==> src/rtl/led_fade_driver.sv <==
// PWM LED output stage with global brightness and linear per-channel fade-out.
// Output lags led_in by two edges; no backpressure, consumes led_in every cycle.
module led_fade_driver #(
  parameter int PWM_BITS = 4,
  parameter int FADE_DIV = 16
) (
  input  logic       clk,
  input  logic       reset,
  input  logic [7:0] led_in,
  input  logic       bright_up,
  input  logic       bright_dn,
  output logic [7:0] led_out,
  output logic       fading
);

  localparam logic [PWM_BITS-1:0] MAX      = {PWM_BITS{1'b1}};
  localparam int                  PRE_W    = (FADE_DIV > 1) ? $clog2(FADE_DIV) : 1;
  localparam logic [PRE_W-1:0]    PRE_LAST = PRE_W'(FADE_DIV - 1);

  logic [PWM_BITS-1:0]      r_pwm_cnt;
  logic [PRE_W-1:0]         r_pre;
  logic [PWM_BITS-1:0]      r_bright;
  logic [7:0][PWM_BITS-1:0] r_duty;
  logic [7:0]               r_led_out;
  logic                     r_fading;

  logic                     w_fade_tick;
  logic [PWM_BITS-1:0]      w_bright_nxt;
  logic [PWM_BITS-1:0]      w_base;
  logic [7:0][PWM_BITS-1:0] w_duty_nxt;
  logic [7:0]               w_led_nxt;
  logic [7:0]               w_glow;

  assign w_fade_tick = (r_pre == PRE_LAST);

  always_comb begin
    w_bright_nxt = r_bright;
    if (bright_up && !bright_dn && (r_bright != MAX)) begin
      w_bright_nxt = r_bright + PWM_BITS'(1);
    end else if (bright_dn && !bright_up && (r_bright != '0)) begin
      w_bright_nxt = r_bright - PWM_BITS'(1);
    end
  end

  // Non-lit channels are clamped to the new brightness so a dimming step
  // pulls glowing channels down immediately.
  always_comb begin
    w_base     = '0;
    w_duty_nxt = r_duty;
    w_led_nxt  = '0;
    w_glow     = '0;
    for (int i = 0; i < 8; i++) begin
      w_led_nxt[i] = (r_duty[i] == MAX) || (r_pwm_cnt < r_duty[i]);
      w_glow[i]    = !led_in[i] && (r_duty[i] != '0);
      if (led_in[i]) begin
        w_duty_nxt[i] = w_bright_nxt;
      end else begin
        if (w_fade_tick && (r_duty[i] != '0)) begin
          w_base = r_duty[i] - PWM_BITS'(1);
        end else begin
          w_base = r_duty[i];
        end
        w_duty_nxt[i] = (w_base < w_bright_nxt) ? w_base : w_bright_nxt;
      end
    end
  end

  always_ff @(posedge clk or posedge reset) begin
    if (reset) begin
      r_pwm_cnt <= '0;
      r_pre     <= '0;
      r_bright  <= MAX;
      r_duty    <= '0;
      r_led_out <= '0;
      r_fading  <= 1'b0;
    end else begin
      r_pwm_cnt <= r_pwm_cnt + PWM_BITS'(1);
      r_pre     <= w_fade_tick ? '0 : r_pre + PRE_W'(1);
      r_bright  <= w_bright_nxt;
      r_duty    <= w_duty_nxt;
      r_led_out <= w_led_nxt;
      r_fading  <= |w_glow;
    end
  end

  assign led_out = r_led_out;
  assign fading  = r_fading;

endmodule

==> config.mk <==
export PLATFORM = sky130hd
export DESIGN_NAME = led_fade_driver
export DESIGN_NICKNAME = d
export VERILOG_FILES = /design/src/rtl/led_fade_driver.sv
export SDC_FILE = /design/constraint.sdc
export NUM_CORES = 1
export LEC_CHECK = 0
export BUFFER_PORTS_ARGS = -buffer_cell sky130_fd_sc_hd__buf_2
export CORE_ASPECT_RATIO = 0.5
export CORE_MARGIN = 2
export CORE_UTILIZATION = 59
export CTS_CLUSTER_SIZE = 24
export DETAILED_ROUTE_END_ITERATION = 16
export GPL_TIMING_DRIVEN = 0
export PLACE_DENSITY = 0.77
export SYNTH_ARGS = -nofsm -noshare
export SYNTH_HDL_FRONTEND = slang
export SYNTH_SLANG_ARGS = --single-unit
==> constraint.sdc <==
create_clock -name clk -period 5.05 [get_ports clk]
set_clock_uncertainty 0.05 [all_clocks]
set_input_delay 0 -clock clk [delete_from_list [all_inputs] [get_ports clk]]
set_output_delay 0 -clock clk [all_outputs]
set_load 0.1 [all_outputs]
Yosys cells after proc, flatten, opt, wreduce, memory -nomap -nowiden
Cells that the tools add are included.
{"block": "classes", "n_shift": 0, "n_addsub": 12, "mul": 0, "n_mux": 35, "reduce_logical": 48, "order_cmp": 16, "div_mod_pow": 0, "bitwise_logic": 0, "eq_ne": 10}
{"operator": "$mux 4", "count": 35}
{"operator": "$lt 4x4->1", "count": 16}
{"operator": "$eq 4x4->1 const B", "count": 9}
{"operator": "$reduce_bool 4->1", "count": 9}
{"operator": "$sub 4x1->4 const B", "count": 9}
{"operator": "$logic_and 1x1->1", "count": 20}
{"operator": "$add 4x1->4 const B", "count": 3}
{"operator": "$logic_not 1->1", "count": 10}
{"operator": "$logic_or 1x1->1", "count": 8}
{"operator": "$reduce_or 8->1", "count": 1}
{"operator": "$ne 4x4->1 const B", "count": 1}
{"block": "totals", "inputBits": 12, "romBits": 0, "memories": 0, "ram_bits": 0, "regBits": 53, "latch_bits": 0}

Logic depth before layout (Yosys ltp)
Gate-level depths: netlist of run 1.
{"block": "depth", "word_depth": 8, "ltp_mapped": 13, "ltp_nobuf": 12}

Worst setup path before layout of run 1
No wires, ideal clock.
{"block": "synth_timing", "kind": "register -> register", "from": "reg r_bright[0]", "to": "reg r_duty[10] (netlist bit)", "slack_ns": 1.815, "synth_period_minus_slack_ns": 3.235, "n_path_buf": 2, "t_arrival_ns": 3.060, "stages_incl_launch_ff": 12, "path_cell_list": "dfstp_2 ha_1 nand3_1 nand2_1 o21ai_0 xnor2_1 clkbuf_1 clkbuf_1 ha_1 a211oi_1 o21ai_1 mux2_2"}
{"item": "start, declared", "line": "22", "text": "logic [PWM_BITS-1:0] r_bright;"}
{"item": "start signal, assigned", "line": "79", "text": "r_bright <= w_bright_nxt;"}
{"item": "end signal, assigned", "line": "80", "text": "r_duty <= w_duty_nxt;"}
{"item": "end, declared", "line": "23", "text": "logic [7:0][PWM_BITS-1:0] r_duty;"}

==> metrics, run 1 <==
outcome complete, no violations; Async S/R FF share, synth between 90% and 100%; Synth Area in XOR/XNOR under 10%; CP max stage delay 0.63 ns; Final #Nets 537; Slew Viols, Final 0; Fmax 230 MHz; WP data required 5.20 ns; ranking of synthesized cells by area dfrtp_1 (30%), ha_1 (19%), inv_1 (3.9%), o21ai_0 (3.7%), nor2_1 (3.1%); Core Rows 21; Detailed Routing Iterations Pass 1 4; layout cells sized above 1 15.7%; Area Growth Syn to Fin 10.4%; CP endpoint kind register; TNS Setup 0 ns; initial antenna violation count 0; GR Util All Layers about a quarter; post-synth top area cell dfrtp_1; Worst Max-Slew Pin Slew between 1 and 1.5 ns; first-pass GRT wire length ~15 mm; #FFs+latches synth between 50 and 60; Starting Density between 60% and 70%; Vias per Instance 5.61; Die W around 120 um; post-synthesis sequential area ratio about a third; crit-path max FO 10; # setup viols final 0; critical setup path kind register to register; Fin. Hold Viols 0; ys flop type dfrtp_1; Synth Area in Compound Gates roughly an eighth; EDFF count, synth 0; HP Class input port to register; TritonCTS buffer count 5; TritonCTS clock tree done; antenna viol nets, final 0; RSZ-0062 raised after global routing no; Clock Latency Late Sink between 0.3 and 0.4 ns; area of the multi-input gates about 2500 um2; Top Ports 21; total number of vias 3124; Die Area around 7600 um2; Power Density 665 nW/um2; Adder-Cell Fraction of Synth Area about a fifth; mean post-synth cell area just over 9 um2; grt ovf 0; fin worst setup slack just over 0.7 ns; count leader, synth ha_1; Post-Syn Nets between 500 and 600; Initial DRC Count 150; Ant. Diodes 0; total leakage power a little over 2 nW; overall die height ~62 um; cell count after synthesis ~430; DP HPWL 6.42 mm; Worst EP arrival 4.49 ns; CTS H-Tree Depth 2; GPL Wtd Cong between 0.8 and 0.9; Worst-path clk slew 0.07 ns; Netlist Area Pre-Place 4030 um2; number of global-route vias before repair ~3100; fill cell count around 560; top cell type's share of synthesized area slightly above 30%; CTS Sinks 53; crit-path cells ha_1 -> nand3_1 -> nand2_1 -> o21ai_0 -> xnor2_1 -> clkbuf_1 -> clkbuf_1 -> ha_1 -> a211oi_1 -> o21ai_1 -> mux2_2; pre-CTS setup slack 0.756 ns; Synth top cells by count ha_1 (61), dfrtp_1 (49), inv_1 (42), nor2_1 (33), o21ai_0 (30); Final Cycle Share between 80% and 90%; startpoint types register; Port Buffer Count 20; core area roughly 6600 um2; Final min period ~4.3 ns; Max IR drop VDD between 0.4 and 0.5 mV; Synth Area in Simple Gates between 10% and 20%; Max Root-Sink Buffers 2; storage element area about 1300 um2; drt wl/cell 16.0 um; DR DRC count 0; max cap viols 0; clock root buffer clkbuf_16; number of library cell types mapped by synthesis 40; largest net degree at the start of global routing 35; post-synthesis mux area share a little over 8%; number of warnings issued by yosys 0; slowest CP cell dfstp_2; final wirelength between 8 and 9 mm; main combinational cell family by area after synthesis adder cells; max_slew headroom 17.5%
[kinds of logic after synthesis]
| group | Yosys count |
|---|---|
| xor gates and xnor gates | 16 |
| AOI/OAI and AO/OA | 80 |
| muxes | 30 |
| DFF | 53 |
| adders and majority gates | 61 |
| buffers and inverters | 49 |
| and+or+nand+nor | 143 |
[power by group]
group / internal [mW] / switching [mW] / total [mW]
Sequential: 0.622 / 0.188 / 0.810
Clock: 0.186 / 0.169 / 0.355
Combinational: 0.726 / 1.07 / 1.79
Total: 1.53 / 1.42 / 2.96
[worst max-delay path: cells and delay by family (launching register included)]
kind / cells / cell delay, ns
muxes: 1 / 0.31
buffers and inverters: 2 / 1.14
xor gates and xnor gates: 1 / 0.61
DFF: 1 / 0.63
and+or+nand+nor: 2 / 0.27
AOI/OAI and AO/OA: 3 / 0.67
adders and majority gates: 2 / 0.56
[metrics by stage]
step           utilization (%)  instances  cell area (um2)  total power, mW  hold WS [ns]
4_1_cts                   67.0        557             4450             2.96        0.0148
6_report                  67.0        557             4450             2.96        0.0190
3_5_place_dp              64.2        545             4270             2.60      -0.00582
2_1_floorplan                -        432             4030             2.19        0.0799
3_3_place_gp              63.9        544             4250             2.52         0.217
5_1_grt                   67.0        557             4450             3.24        0.0379
[worst paths after layout]
kind / start / endpoint / slack [ns] / cells past startpoint
max in group asynchronous: reset / r_bright[3] / 4.13 / 4
worst min register to register: r_pre[0] / r_pre[0] / 0.44 / 1
worst min-delay path: led_in[5] / r_duty[23] / 0.02 / 3
worst max-delay path: r_bright[0] / r_duty[10] / 0.71 / 11
min in group asynchronous: reset / r_duty[22] / 0.21 / 3
worst max register to register: r_bright[0] / r_duty[10] / 0.71 / 11
[cells in the final DEF (no fill, tap or decap), types with 2 or more instances in the layout]
cell / netlist / layout
o21ai_0: 30 / 30
nor4_1: 5 / 5
mux2i_1: 9 / 9
a21boi_2: 5 / 5
buf_2: 1 / 21
a31oi_1: 4 / 4
xnor2_1: 13 / 13
ha_1: 61 / 61
nor2b_1: 15 / 15
o21bai_2: 2 / 2
nor3_1: 2 / 2
or3_1: 5 / 5
dlygate4sd3_1: 0 / 4
a2111oi_1: 5 / 5
a211oi_1: 3 / 3
mux2_2: 11 / 11
a21oi_1: 23 / 23
dfrtp_1: 49 / 49
clkbuf_16: 0 / 5
nor3b_1: 8 / 8
nand2b_1: 9 / 9
clkbuf_1: 5 / 6
nand2_1: 22 / 22
inv_1: 42 / 41
nor2_1: 33 / 33
dfstp_2: 4 / 4
nand3_1: 23 / 23
nor3_2: 5 / 5
mux2_1: 10 / 10
nand4_1: 2 / 2
xor2_1: 2 / 2
or2_2: 11 / 11
o22ai_1: 4 / 4
[what timing repair did]
item,CTS,global route
gates resized for setup,0,0
hold buffers,4,0
setup buffers,0,0
hold endpoints to repair,20,0
[final cells by class]
class / count / area share (%)
multi-input combinational: 330 / 56.5
sequential: 53 / 29.9
inverter: 43 / 3.68
timing repair buffer: 25 / 3.60
clock buffer: 6 / 2.89
tap: 92 / 2.59
buffer: 6 / 0.534
clock inverter: 2 / 0.309
[flip-flops by register name, indices dropped and copies added, names as in the netlist]
| signal | count |
|---|---|
| led_out | 8 |
| r_pwm_cnt | 4 |
| fading | 1 |
| r_pre | 4 |
| r_duty | 32 |
| r_bright | 4 |
[layer usage]
layer  global-route usage [%]  routed length, um  vias up
li1                         -                  -     1571
met1                     35.3               4180     1493
met2                     42.3               4130       46
met3                     4.84                417       14
met4                     7.99                172        0
met5                        0                  0        -
Power figures use the tool's default switching activity.
==> run 2: changes to the inputs <==
--- a/config.mk
+++ b/config.mk
@@ -13,6 +13,7 @@
 export DETAILED_ROUTE_END_ITERATION = 16
 export GPL_TIMING_DRIVEN = 0
 export PLACE_DENSITY = 0.77
+export RECOVER_POWER = 25
 export SYNTH_ARGS = -nofsm -noshare
 export SYNTH_HDL_FRONTEND = slang
 export SYNTH_SLANG_ARGS = --single-unit
==> metrics, run 2 (synthesized netlist as in run 1, its figures left out) <==
outcome finished, violations left; violated checks max-capacitance violations, max-slew violations; grt ovf 0 (unchanged); register share of total power 27.4% (about the same); TritonCTS clock tree done; post-CTS setup buffer count 0 (unchanged); Detailed Routing Iterations Pass 1 4 (unchanged); clock root buffer clkbuf_16; layout cells sized above 1 15.3% (-0.43 points); # setup viols final 0 (unchanged); total leakage power 2.06 nW (-0.35%); Initial DRC Count 166 (+11%); TNS Setup 0 ns (unchanged); Starting Density 60.7% (unchanged); Max IR drop VDD 0.461 mV (about the same); overall die height 62.5 um (unchanged); Final Instance Count excl. Fillers 557 (unchanged); crit-path max FO 10 (unchanged); core area 6650 um2 (unchanged); Final #Nets 537 (unchanged); Placed Instances 545 (unchanged); largest net degree at the start of global routing 35 (unchanged); CP max stage delay 0.63 ns (about the same); total number of vias 3136 (+0.38%); clock share of power 12.0% (about the same); Power Density 666 nW/um2 (+0.29%); GPL Wtd Cong 0.844 (unchanged); Die Area 7550 um2 (unchanged); Buffers & Inverters on Critical Path 2 (unchanged); max_slew headroom -21.4% (-39 points); Final Cycle Share 86.0% (about the same); design area 4440 um2 (-0.37%); antenna viol nets, final 0 (unchanged); GR Util All Layers 26.0% (unchanged); Die W 121 um (unchanged); final wirelength 8.89 mm (about the same); max FFs per register 32 (unchanged); Top Ports 21 (unchanged); gr busiest metal met2; commonest non-fill, non-tap cell in the layout ha_1; Fin. Hold Viols 0 (unchanged); Worst EP arrival 4.49 ns (about the same); Crit path max-delay family buffers and inverters; critical setup path kind register to register; Slew Viols, Final 35 (+35); CP endpoint kind register; Comb pwr share 60.6% (about the same); met2 Use GR 42.3% (unchanged); first-pass GRT wire length 15.2 mm (unchanged); initial antenna violation count 0 (unchanged); CTS resizes 0 (unchanged); drt wl/cell 16.0 um (about the same); slowest CP cell dfstp_2; met3 usage in global routing 4.84% (unchanged); WP data required 5.20 ns (about the same); crit-path cells ha_1 -> nand3_1 -> nand2_1 -> o21ai_0 -> xnor2_1 -> clkbuf_1 -> clkbuf_1 -> ha_1 -> a211oi_1 -> o21ai_1 -> mux2_2; Worst-path clk slew 0.07 ns (about the same); Clock Latency Late Sink 0.31 ns (about the same); Fin Hold WS 0.0189 ns (-0.000132 ns); placed cell area 4270 um2 (unchanged); HP Class input port to register; DR DRC count 0 (unchanged); CTS Sinks 53 (unchanged); GRT met1 Usage 35.3% (unchanged); startpoint types register; most frequent cells in the layout ha_1 (61), dfrtp_1 (49), inv_1 (42), nor2_1 (33), o21ai_0 (30); RSZ-0062 raised after global routing no; Vias per Instance 5.63 (+0.38%); Worst Max-Slew Pin Slew 1.82 ns (+0.593 ns); TritonCTS buffer count 5 (unchanged); max cap viols 1 (+1); Fmax 230 MHz (about the same); Final min period 4.34 ns (-0.000202 ns); Ant. Diodes 0 (unchanged); Reg with most FFs r_duty; Port Buffer Count 20 (unchanged); Switch Pwr 1.42 mW (about the same); number of global-route vias before repair 3131 (unchanged); Core Rows 21 (unchanged); Area Growth Syn to Fin 9.96%; Int Power 1.53 mW (about the same); CTS H-Tree Depth 2 (unchanged); switching share of power 48.2% (about the same); Max Root-Sink Buffers 2 (unchanged); DP HPWL 6.42 mm (unchanged)
run 2: cell count changes in the layout (fill, tap and decap cells not counted):
| cell | delta |
|---|---|
| inv_1 | +1 |
| clkbuf_1 | +1 |
| buf_12 | -1 |
| inv_2 | -1 |
run 2: tightest hold or removal path, stage by stage:
cell     delay [ns]
buf_2          0.11
or2_2          0.11
nor2b_1        0.11
run 2: cell type report:
type,count,area [um2]
sequential,53,1330
buffer,6,23.8
inverter,43,164
clock buffer,6,129
tap,92,115
fill,561,2210
timing repair buffer,25,144
multi-input combinational,330,2510
clock inverter,2,13.8
run 2: path summary, 6_finish.rpt:
check / start / to / slack (ns) / cells past startpoint
worst min-delay path: led_in[5] / r_duty[23] / 0.02 / 3
worst min register to register: r_pre[0] / r_pre[0] / 0.44 / 1
min in group asynchronous: reset / led_out[1] / 0.34 / 3
worst max register to register: r_bright[0] / r_duty[10] / 0.71 / 11
max in group asynchronous: reset / led_out[0] / 2.45 / 4
worst max-delay path: r_bright[0] / r_duty[10] / 0.71 / 11
run 2: layer usage:
metal,up-vias,share of wire [%],wire (um)
li1,1573,-,-
met1,1503,47,4160
met2,46,47,4140
met3,14,4.7,417
met4,0,1.9,172
met5,-,0,0
run 2: repair_timing:
action,in CTS,in global routing
endpoints found under the hold margin,20,0
endpoints found under the setup margin,0,0
hold buffers,4,0
run 2: power groups by stage:
stage	Combinational, mW	Clock (mW)	Sequential [mW]
2_1_floorplan	1.25	0	0.948
3_3_place_gp	1.71	0	0.810
3_5_place_dp	1.78	0	0.818
4_1_cts	1.80	0.353	0.810
5_1_grt	2.02	0.375	0.842
6_report	1.79	0.355	0.810
run 2: stage by stage:
stage,setup WS (ns),power (mW),utilization [%]
after detailed placement,0.756,2.60,64.2
final,0.709,2.96,66.7
after global placement,0.728,2.52,63.9
after global routing,0.383,3.24,66.7
after CTS,0.719,2.96,67.0
after floorplan,1.82,2.19,-
==> run 3: changes to the inputs <==
--- a/config.mk
+++ b/config.mk
@@ -12,7 +12,7 @@
 export CTS_CLUSTER_SIZE = 24
 export DETAILED_ROUTE_END_ITERATION = 16
 export GPL_TIMING_DRIVEN = 0
-export PLACE_DENSITY = 0.77
+export PLACE_DENSITY = 0.8
 export RECOVER_POWER = 25
 export SYNTH_ARGS = -nofsm -noshare
 export SYNTH_HDL_FRONTEND = slang
==> metrics, run 3 (synthesized netlist as in run 1, its figures left out) <==
Clock Latency Late Sink 0.30 ns (about the same); grt ovf 0 (unchanged); Worst-path clk slew 0.07 ns (about the same); Port Buffer Count 20 (unchanged); Worst Max-Slew Pin Slew 1.98 ns (+0.160 ns); initial antenna violation count 0 (unchanged); capture point of the worst path r_duty[10]; number of global-route vias before repair 3224 (+3.0%); outcome finished, violations left; core area 6650 um2 (unchanged); Comb pwr share 60.0% (-0.6 points); Worst EP arrival 4.40 ns (-0.09 ns); flop2flop setup slack 0.78 ns (+0.08 ns); Switch Pwr 1.43 mW (+0.26%); Detailed Routing Iterations Pass 1 4 (unchanged); Buffers & Inverters on Critical Path 2 (unchanged); Layout Utilization 67.0% (+0.32 points); TritonCTS clock tree done; R2R Path Start r_bright[0]; pre-CTS setup slack 0.818 ns (+0.0614 ns); Power Density 676 nW/um2 (+1.4%); Area Growth Syn to Fin 10.5%; Final min period 4.27 ns (-0.0752 ns); overall die height 62.5 um (unchanged); RSZ-0062 raised after global routing no; first-pass GRT wire length 15.2 mm (+0.59%); worst reg2reg path endpoint r_duty[10]; register share of total power 27.0% (-0.4 points); design area 4460 um2 (+0.48%); Slew Viols, Final 37 (+5.7%); CTS H-Tree Depth 2 (unchanged); min-delay src led_in[0]; Final #Nets 537 (unchanged); Fmax 234 MHz (+1.8%); commonest non-fill, non-tap cell in the layout ha_1; antenna viol nets, final 0 (unchanged); CTS resizes 0 (unchanged); GPL Wtd Cong 0.872 (+3.2%); R2R depth 11 (unchanged); CP max stage delay 0.63 ns (about the same); Ant. Diodes 0 (unchanged); Int Power 1.58 mW (+3.4%); drt wl/cell 16.0 um (+0.42%); HP Class input port to register; max cap viols 1 (unchanged); Tot Pwr 3.01 mW (+1.9%); Reg with most FFs r_duty; fin worst setup slack 0.784 ns (+0.0752 ns); hold-critical path depth 3 (unchanged); storage element area 1330 um2 (unchanged); # setup viols final 0 (unchanged); Die W 121 um (unchanged); CTS Sinks 53 (unchanged); Die Area 7550 um2 (unchanged); Top Ports 21 (unchanged); slowest CP cell dfstp_2; Crit path max-delay family buffers and inverters; total number of vias 3191 (+1.8%); CP endpoint kind register; max FFs per register 32 (unchanged); DR DRC count 0 (unchanged); DP HPWL 6.30 mm (-1.9%); WP data required 5.19 ns (about the same); most frequent cells in the layout ha_1 (61), dfrtp_1 (49), inv_1 (42), nor2_1 (33), o21ai_0 (30); critical setup path kind register to register; startpoint types register; crit-path max FO 10 (unchanged); total leakage power 2.07 nW (+0.47%); crit-path cells ha_1 -> nand3_1 -> nand2_1 -> o21ai_0 -> xnor2_1 -> clkbuf_1 -> clkbuf_1 -> ha_1 -> a211oi_1 -> o21ai_1 -> mux2_2; violated checks max-capacitance violations, max-slew violations; Starting Density 60.7% (unchanged); Max IR drop VDD 0.393 mV (-15%); layout cells sized above 1 15.3% (unchanged); clock root buffer clkbuf_16; TNS Setup 0 ns (unchanged); CP Launch Point r_bright[0]; TritonCTS buffer count 5 (unchanged); Fin. Hold Viols 0 (unchanged); final wirelength 8.93 mm (+0.42%); switching share of power 47.4% (-0.76 points); WP depth 11 (unchanged); clock share of power 13.0% (+1.0 points); max_slew headroom -32.0% (-11 points); Initial DRC Count 163 (-1.8%); Final Cycle Share 84.5% (-1.5 points); GR Util All Layers 26.0% (about the same); area of the multi-input gates 2510 um2 (unchanged); fill cell count 521 (-7.1%); Vias per Instance 5.73 (+1.8%); placed cell area 4270 um2 (unchanged); largest net degree at the start of global routing 37 (+5.7%); Max Root-Sink Buffers 2 (unchanged); Core Rows 21 (unchanged)
[run 3: cell count changes in the layout (fill, tap and decap cells not counted), sizes merged]
cell / before / now
bufinv: 0 / 1
inv: 44 / 43
[run 3: layout make-up]
| cell class | count | share of cell area (%) |
|---|---|---|
| Clock buffer | 6 | 2.89 |
| Buffer | 6 | 0.533 |
| Inverter | 43 | 3.68 |
| Clock inverter | 2 | 0.786 |
| Timing Repair Buffer | 25 | 3.23 |
| Multi-Input combinational cell | 330 | 56.4 |
| Tap cell | 92 | 2.58 |
| Sequential cell | 53 | 29.9 |
[run 3: how the worst min path moves through the flow]
stage / end / slack [ns]
2_1_floorplan: r_duty[27] / 0.08
3_3_place_gp: r_duty[27] / 0.22
3_5_place_dp: r_pre[3] / -0.03
4_1_cts: r_duty[23] / 0.02
5_1_grt: r_duty[23] / 0.04
6_report: r_duty[3] / 0.02
[run 3: worst reg2reg max path, cell delays in order (launching register included)]
cell      delay, ns
dfstp_2        0.63
ha_1           0.19
nand3_1        0.15
nand2_1        0.11
o21ai_0        0.11
xnor2_1        0.55
clkbuf_1       0.53
clkbuf_1       0.60
ha_1           0.37
a211oi_1       0.34
o21ai_1        0.22
mux2_2         0.31
[run 3: power by group through the flow]
stage / sequential (mW) / clock [mW] / combinational, mW
after global routing: 0.843 / 0.418 / 2.03
after floorplan: 0.948 / 0 / 1.25
after detailed placement: 0.816 / 0 / 1.77
after global placement: 0.808 / 0 / 1.71
after CTS: 0.810 / 0.397 / 1.80
final: 0.813 / 0.393 / 1.81
[run 3: per-stage QoR]
step                      hold WS [ns]  instances
after floorplan                 0.0799        432
after global placement           0.217        544
after detailed placement       -0.0315        545
after CTS                       0.0178        557
after global routing            0.0407        557
final                           0.0182        557
[run 3: repair_timing]
| action | CTS | global route |
|---|---|---|
| buffers inserted | 0 | 0 |
| hold endpoints to repair | 20 | 0 |
| hold buffers | 4 | 0 |
[run 3: layer usage]
layer	track usage (%)	routed length (um)
met1	33.8	4130
met5	0	0
met3	5.38	491
met4	10.2	131
met2	42.8	4180
